### src/rtl/predictor_update_scheduler_pkg.sv
// ---------------------------------------------------------------------------
// predictor_update_scheduler_pkg
// Shared types and constants for the branch-predictor update scheduler.
//   sched_state_t   : scheduler FSM encoding (ST_INIT sweep, ST_RUN drain)
//   upd_entry_t     : one queued predictor update {instr, taken}
//   PRED_INIT_VALUE : counter value the predictor writes on an initWrite
//   pred_index()    : predictor table index taken from a branch address
// ---------------------------------------------------------------------------
package predictor_update_scheduler_pkg;

    typedef enum logic {
        ST_INIT = 1'b0,
        ST_RUN  = 1'b1
    } sched_state_t;

    // Weakly-not-taken; the predictor substitutes this value whenever
    // initWrite is high instead of stepping the counter.
    localparam logic [1:0] PRED_INIT_VALUE = 2'b01;

    localparam int PRED_LOCAL_WIDTH = 12;

    typedef struct packed {
        logic [31:0] instr;
        logic        taken;
    } upd_entry_t;

    // Instructions are word aligned, so the low two address bits carry no
    // information and the index starts at bit 2.
    function automatic logic [PRED_LOCAL_WIDTH-1:0] pred_index(input logic [31:0] addr);
        return addr[PRED_LOCAL_WIDTH+1:2];
    endfunction

endpackage

### src/rtl/predictor_update_fifo.sv
// ---------------------------------------------------------------------------
// predictor_update_fifo
// Circular buffer with two write ports and one read port holding pending
// predictor updates. Port 0 is older than port 1; when both write in the
// same cycle port 0 lands at tail and port 1 at tail+1. When only port 1
// writes it takes the tail slot, so no hole is ever left in the queue.
//   i_clk, i_srst         : clock, synchronous active-high reset
//   i_push0, i_push0_data : older write port
//   i_push1, i_push1_data : younger write port
//   i_pop                 : remove the head entry (ignored when empty)
//   o_head_data           : current head entry (combinational read)
//   o_count               : number of valid entries, 0..DEPTH
// The caller guarantees free space before pushing.
// ---------------------------------------------------------------------------
module predictor_update_fifo
    import predictor_update_scheduler_pkg::*;
#(
    parameter  int DEPTH = 8,
    localparam int AW    = $clog2(DEPTH),
    localparam int CW    = AW + 1
) (
    input  logic          i_clk,
    input  logic          i_srst,
    input  logic          i_push0,
    input  upd_entry_t    i_push0_data,
    input  logic          i_push1,
    input  upd_entry_t    i_push1_data,
    input  logic          i_pop,
    output upd_entry_t    o_head_data,
    output logic [CW-1:0] o_count
);

    upd_entry_t    r_mem [DEPTH];
    logic [AW-1:0] r_head;
    logic [AW-1:0] r_tail;
    logic [CW-1:0] r_count;

    logic          w_slot0_we;
    upd_entry_t    w_slot0_data;
    logic          w_slot1_we;
    logic [AW-1:0] w_tail_plus1;
    logic [CW-1:0] w_n_push;
    logic          w_pop;

    // Slot 0 is the tail slot, filled by whichever port is the older valid one.
    assign w_slot0_we   = i_push0 | i_push1;
    assign w_slot0_data = i_push0 ? i_push0_data : i_push1_data;
    assign w_slot1_we   = i_push0 & i_push1;
    // DEPTH is a power of two, so the AW-bit add wraps modulo DEPTH.
    assign w_tail_plus1 = r_tail + AW'(1);
    assign w_n_push     = CW'(i_push0) + CW'(i_push1);
    assign w_pop        = i_pop && (r_count != '0);

    // Storage carries no reset; only the pointers define validity.
    always_ff @(posedge i_clk) begin
        if (w_slot0_we) begin
            r_mem[r_tail] <= w_slot0_data;
        end
        if (w_slot1_we) begin
            r_mem[w_tail_plus1] <= i_push1_data;
        end
    end

    always_ff @(posedge i_clk) begin
        if (i_srst) begin
            r_head  <= '0;
            r_tail  <= '0;
            r_count <= '0;
        end else begin
            r_tail  <= r_tail + AW'(w_n_push);
            r_head  <= r_head + AW'(w_pop);
            r_count <= r_count + w_n_push - CW'(w_pop);
        end
    end

    assign o_head_data = r_mem[r_head];
    assign o_count     = r_count;

endmodule

### src/rtl/predictor_update_scheduler.sv
// ---------------------------------------------------------------------------
// predictor_update_scheduler
// Feeds the branch predictor's single update port. After reset it sweeps
// the whole table writing weakly-not-taken, then queues resolved branches
// from the two ROB commit ports and drains them one per cycle.
//   clockIn, resetIn     : clock, synchronous active-high reset
//   commitValid0/1       : commit port carries a resolved branch (1 younger)
//   commitInstr0/1       : branch instruction address
//   commitTaken0/1       : resolved direction
//   commitReady          : both commit ports may present an entry this cycle
//   updateValid          : registered update strobe to the predictor
//   updateInstr, taken   : update address / direction ({index,2'b00},0 in init)
//   initWrite            : predictor writes its init value instead of stepping
//   initDone             : sweep finished, predictions are usable
//   overflowErr          : sticky, a commit was presented while not ready
// ---------------------------------------------------------------------------
module predictor_update_scheduler
    import predictor_update_scheduler_pkg::*;
#(
    parameter int LOCAL_WIDTH = PRED_LOCAL_WIDTH,
    parameter int QUEUE_DEPTH = 8
) (
    input  logic        clockIn,
    input  logic        resetIn,
    input  logic        commitValid0,
    input  logic [31:0] commitInstr0,
    input  logic        commitTaken0,
    input  logic        commitValid1,
    input  logic [31:0] commitInstr1,
    input  logic        commitTaken1,
    output logic        commitReady,
    output logic        updateValid,
    output logic [31:0] updateInstr,
    output logic        taken,
    output logic        initWrite,
    output logic        initDone,
    output logic        overflowErr
);

    localparam int CW = $clog2(QUEUE_DEPTH) + 1;
    // Two slots must be free so both ports can always be absorbed at once.
    localparam logic [CW-1:0] READY_LIMIT = CW'(QUEUE_DEPTH - 2);

    sched_state_t           r_state;
    logic [LOCAL_WIDTH-1:0] r_index;
    logic                   r_update_valid;
    logic [31:0]            r_update_instr;
    logic                   r_taken;
    logic                   r_init_write;
    logic                   r_init_done;
    logic                   r_overflow_err;

    logic [CW-1:0]          w_fifo_count;
    upd_entry_t             w_head;
    upd_entry_t             w_entry0;
    upd_entry_t             w_entry1;
    logic                   w_commit_ready;
    logic                   w_push0;
    logic                   w_push1;
    logic                   w_pop;
    logic                   w_sweep_last;
    logic [31:0]            w_sweep_addr;
    logic                   w_drop;

    assign w_commit_ready = (r_state == ST_RUN) && (w_fifo_count <= READY_LIMIT);
    assign w_push0        = commitValid0 & w_commit_ready;
    assign w_push1        = commitValid1 & w_commit_ready;
    assign w_pop          = (r_state == ST_RUN) && (w_fifo_count != '0);
    assign w_drop         = (commitValid0 | commitValid1) & ~w_commit_ready;

    assign w_entry0 = '{instr: commitInstr0, taken: commitTaken0};
    assign w_entry1 = '{instr: commitInstr1, taken: commitTaken1};

    assign w_sweep_last = (r_index == {LOCAL_WIDTH{1'b1}});
    assign w_sweep_addr = {{(30 - LOCAL_WIDTH){1'b0}}, r_index, 2'b00};

    predictor_update_fifo #(
        .DEPTH (QUEUE_DEPTH)
    ) u_fifo (
        .i_clk        (clockIn),
        .i_srst       (resetIn),
        .i_push0      (w_push0),
        .i_push0_data (w_entry0),
        .i_push1      (w_push1),
        .i_push1_data (w_entry1),
        .i_pop        (w_pop),
        .o_head_data  (w_head),
        .o_count      (w_fifo_count)
    );

    always_ff @(posedge clockIn) begin
        if (resetIn) begin
            r_state        <= ST_INIT;
            r_index        <= '0;
            r_update_valid <= 1'b0;
            r_update_instr <= '0;
            r_taken        <= 1'b0;
            r_init_write   <= 1'b0;
            r_init_done    <= 1'b0;
            r_overflow_err <= 1'b0;
        end else begin
            r_overflow_err <= r_overflow_err | w_drop;
            case (r_state)
                ST_INIT: begin
                    r_update_valid <= 1'b1;
                    r_init_write   <= 1'b1;
                    r_taken        <= 1'b0;
                    r_update_instr <= w_sweep_addr;
                    r_index        <= r_index + LOCAL_WIDTH'(1);
                    if (w_sweep_last) begin
                        r_state <= ST_RUN;
                    end
                end
                ST_RUN: begin
                    // The predictor reads its own registered counters, so
                    // repeated updates to one index can go back-to-back.
                    r_init_done    <= 1'b1;
                    r_init_write   <= 1'b0;
                    r_update_valid <= w_pop;
                    if (w_pop) begin
                        r_update_instr <= w_head.instr;
                        r_taken        <= w_head.taken;
                    end else begin
                        r_update_instr <= '0;
                        r_taken        <= 1'b0;
                    end
                end
                default: begin
                    r_state <= ST_INIT;
                end
            endcase
        end
    end

    assign commitReady = w_commit_ready;
    assign updateValid = r_update_valid;
    assign updateInstr = r_update_instr;
    assign taken       = r_taken;
    assign initWrite   = r_init_write;
    assign initDone    = r_init_done;
    assign overflowErr = r_overflow_err;

endmodule

### config.mk
export PLATFORM = sky130hd
export DESIGN_NAME = predictor_update_scheduler
export DESIGN_NICKNAME = d
export VERILOG_FILES = /design/src/rtl/predictor_update_scheduler_pkg.sv /design/src/rtl/predictor_update_fifo.sv /design/src/rtl/predictor_update_scheduler.sv
export SDC_FILE = /design/constraint.sdc
export NUM_CORES = 1
export LEC_CHECK = 0
export CAP_MARGIN = 30
export CELL_PAD_IN_SITES_DETAIL_PLACEMENT = 1
export CELL_PAD_IN_SITES_GLOBAL_PLACEMENT = 2
export CORE_ASPECT_RATIO = 1.75
export CORE_MARGIN = 2
export CORE_UTILIZATION = 41
export CTS_BUF_LIST = sky130_fd_sc_hd__clkbuf_2
export CTS_CLUSTER_SIZE = 25
export DETAILED_ROUTE_END_ITERATION = 7
export GPL_TIMING_DRIVEN = 0
export PLACE_DENSITY = 0.83
export SLEW_MARGIN = 5
export SYNTH_ARGS = -nofsm -noshare
export SYNTH_HDL_FRONTEND = slang
export SYNTH_SLANG_ARGS = --single-unit
### constraint.sdc
create_clock -name clockIn -period 12.39 [get_ports clockIn]
set_clock_uncertainty 0.05 [all_clocks]
set_input_delay 1.8585 -clock clockIn [delete_from_list [all_inputs] [get_ports clockIn]]
set_output_delay 1.8585 -clock clockIn [all_outputs]
set_load 0.01 [all_outputs]
==> results.md, run 1 <==
* Vias in the first global route at around 11000
* DRC viols at 0
* Routability cong. at 0.7722
* Top_reg_cell synth: edfxtp_1
* Setup WS post-layout at roughly 7.6 ns
* Clock Path Buffers at 3
* Antenna viol nets, final at 0
* EDFF count, synth at 264
* Fill cell count at 3740
* CP startpoint kind: register
* CTS H-tree depth at 3
* Synthesized flop and latch total at ~320
* Proportion of layout cells with a drive suffix above 1 at 0.3951
* Synth Instances at 962
* Grt ovf at 0
* I/O pins at 108
* Pwr dens at 108.8 nW/um^2
* Hold Vio Cnt, Final at 0
* Register area share after synthesis at 0.5897
* Layout Nets at 1253
* CORE AREA at 37400 um^2
* Syn Std Cell Area at 15480 um^2
* Syn. warnings at 0
* Detailed Route WL at 44.01 mm
* RSZ-0062 raised after global routing: no
* Worst Path Required at 10.48 ns
* Max VDD drop at 0.05355 mV
* Starting Density at 0.4139
* Most frequent cells in the layout: edfxtp_1 (264), mux2_2 (242), clkbuf_2 (125)
* FP Rows at 94
* Initial antenna violation count at 3
* Fraction of the mapped netlist area in simple logic gates at 0.03096
* Worst rel slew slack at 0.4245
* Number of distinct library cells after synthesis at 45
* Worst hold path type: reg -> reg
* Crit Path Class: reg -> out
* Overall Power at between 1.5 and 2 mW
* Setup WS pre-CTS at 7.403 ns
* Mux contribution to synthesized area at 0.2984
* Nature of the critical path endpoint: primary output
* Avg Inst Size Synth at 16.09 um^2
* Final worst path period need at 4.779 ns
* CTS buffer count at 80
* First-pass GRT wire length at 66.08 mm
* Async SR Flop Fraction at 0
* HPWL after DPL at 29.20 mm
* Post-CTS Hold Fix Bufs at 0
* Standby leakage power at approximately 6.1 nW
* Layout area overhead at 18.20%
* Final Max Tran Viols at 0
* Die ar. at 39390 um^2
* Number of placed instances with taps included at 1565
* Highest Clock Rate at about 210 MHz
* Tightest Pin Transition at 0.8600 ns
* Synth top area cells: edfxtp_1 (51%), mux2_2 (18%), dfxtp_1 (7.8%)
* Xor/xnor share of the synthesized area at 0.009053
* Post-CTS sizing at 0
* Wire per inst at 25.72 um
* CP arrival at between 2 and 3 ns
* Main combinational cell family by area after synthesis: multiplexers
* Largest net degree at the start of global routing at 20
* Status: completed
* Clock sink count at roughly 320
* Drt pass-1 iters at 5
* Initial DRC count at 524
* Post-CTS Setup Inserts at 0
* Final setup violation count at 0
* Die W at 150.9 um
* Largest area contributor in the netlist: edfxtp_1
* Die height at ~260 um
* Post-Synth Adder-Cell Area at 0.01390
* Setup TNS at 0 ns
* Worst skew pair latency at 1.00 ns
* Synth Area in Compound Gates at 0.03047
* Final worst-path cycle share at 0.3857
* CP Max Fanout at 10
* Max cap viols at 0
* Port bufs at 107
* Most common cell after layout, fill and taps aside: edfxtp_1
* Gr usage total at 0.2318
* Clock root buffer: clkbuf_2
* Vias at 9464
* Yosys top cell area share at 0.5121
* Vias per Instance at 5.531
* CTS tree: built
* Fin cells at 1711
* Clock transition at the registers of the reported paths at 0.11 ns
* Syn Nets at 1048
==> synthesized netlist by cell type (11+ instances only) <==
master    number
buf_2         14
mux2_2       242
clkbuf_1      17
buf_4         21
edfxtp_1     264
nor2_1        44
dfxtp_1       60
inv_1         14
mux2i_1       70
a32o_1        11
ha_1          14
mux4_2        42
mux2_1        22
a22oi_1       24
nand3_1       11
==> report_power, final <==
group / switching [mW] / leakage, nW / internal, mW
logic: 0.0411 / 2.66 / 0.0530
registers: 0.00173 / 2.86 / 1.18
clock network: 0.454 / 0.557 / 0.265
==> per-layer routing <==
metal / vias up / share of wire / track usage
li1: 4219 / - / -
met1: 4855 / 0.36 / 0.2515
met2: 289 / 0.56 / 0.4341
met3: 97 / 0.049 / 0.04564
met4: 4 / 0.033 / 0.09657
met5: - / 0.00068 / 0
==> area by class of cell <==
type / count / area (um^2) / area share
inverter: 15 / 58.81 / 0.003214
clock buffer: 125 / 625.6 / 0.03419
clock inverter: 20 / 80.08 / 0.004376
antenna: 1 / 2.502 / 0.0001368
sequential: 324 / 9129 / 0.4989
tap: 480 / 600.6 / 0.03282
buffer: 60 / 366.6 / 0.02004
multi-input combinational: 563 / 6021 / 0.3290
timing repair buffer: 123 / 1414 / 0.07727
==> through the flow <==
stage	instance area (um^2)	hold slack, ns	utilization
finish	18300	0.4149	0.4892
global route	18300	0.4491	0.4892
CTS	18300	0.4236	0.4892
detailed placement	17590	0.4063	0.4703
global placement	17150	0.3921	0.4586
floorplan	15480	0.4196	-
==> critical path, cell delays in order (launching register included) <==
cell and delay (ns):
dfxtp_1 0.49, buf_1 0.49, and3_1 0.33, clkdlybuf4s50_1 0.57
==> final timing paths <==
| check | start | end | slack (ns) | depth (start not counted) |
|---|---|---|---|---|
| max | r_state | commitReady | 7.61 | 3 |
| min | overflowErr | overflowErr | 0.41 | 2 |
| max reg2reg | r_state | u_fifo.r_mem[7][3] | 8.59 | 12 |
| min reg2reg | overflowErr | overflowErr | 0.41 | 2 |
==> state kept, by name (all words and copies together) (netlist names) <==
| register | flops |
|---|---|
| initDone | 1 |
| initWrite | 1 |
| overflowErr | 1 |
| r_index | 12 |
| r_state | 1 |
| taken | 1 |
| u_fifo.o_count | 4 |
| u_fifo.r_head | 3 |
| u_fifo.r_mem | 264 |
| u_fifo.r_tail | 3 |
| updateInstr | 32 |
| updateValid | 1 |
==> kinds of logic after synthesis <==
family | Yosys count
multiplexers | 376
AO/OA/AOI/OAI | 57
flip-flops | 324
XOR/XNOR | 16
adder cells (fa/ha/maj) | 16
buffers and inverters | 75
AND/OR/NAND/NOR | 98
(Power assumes the default switching activity.)
==> run 2: changes to the inputs <==
==> constraint.sdc (replaced) <==
create_clock -name clockIn -period 4.8 [get_ports clockIn]
set_clock_uncertainty 0.05 [all_clocks]
set_input_delay 0.72 -clock clockIn [delete_from_list [all_inputs] [get_ports clockIn]]
set_output_delay 0.72 -clock clockIn [all_outputs]
set_load 0.01 [all_outputs]
==> results of run 2 <==
Same layout as run 1 (identical final DEF). Status: completed.
Among the figures that moved: setup slack after placement 7.403 ns -> 0.9512 ns; setup slack after layout 7.611 ns -> 1.000 ns; hold slack 0.4149 ns -> 0.3173 ns; end point of the critical path commitReady -> u_fifo.r_mem[7][3]; register-to-register setup slack 8.59 ns -> 1.0 ns; total power 1.991 mW -> 5.138 mW; worst IR drop on VDD 0.05355 mV -> 0.1382 mV
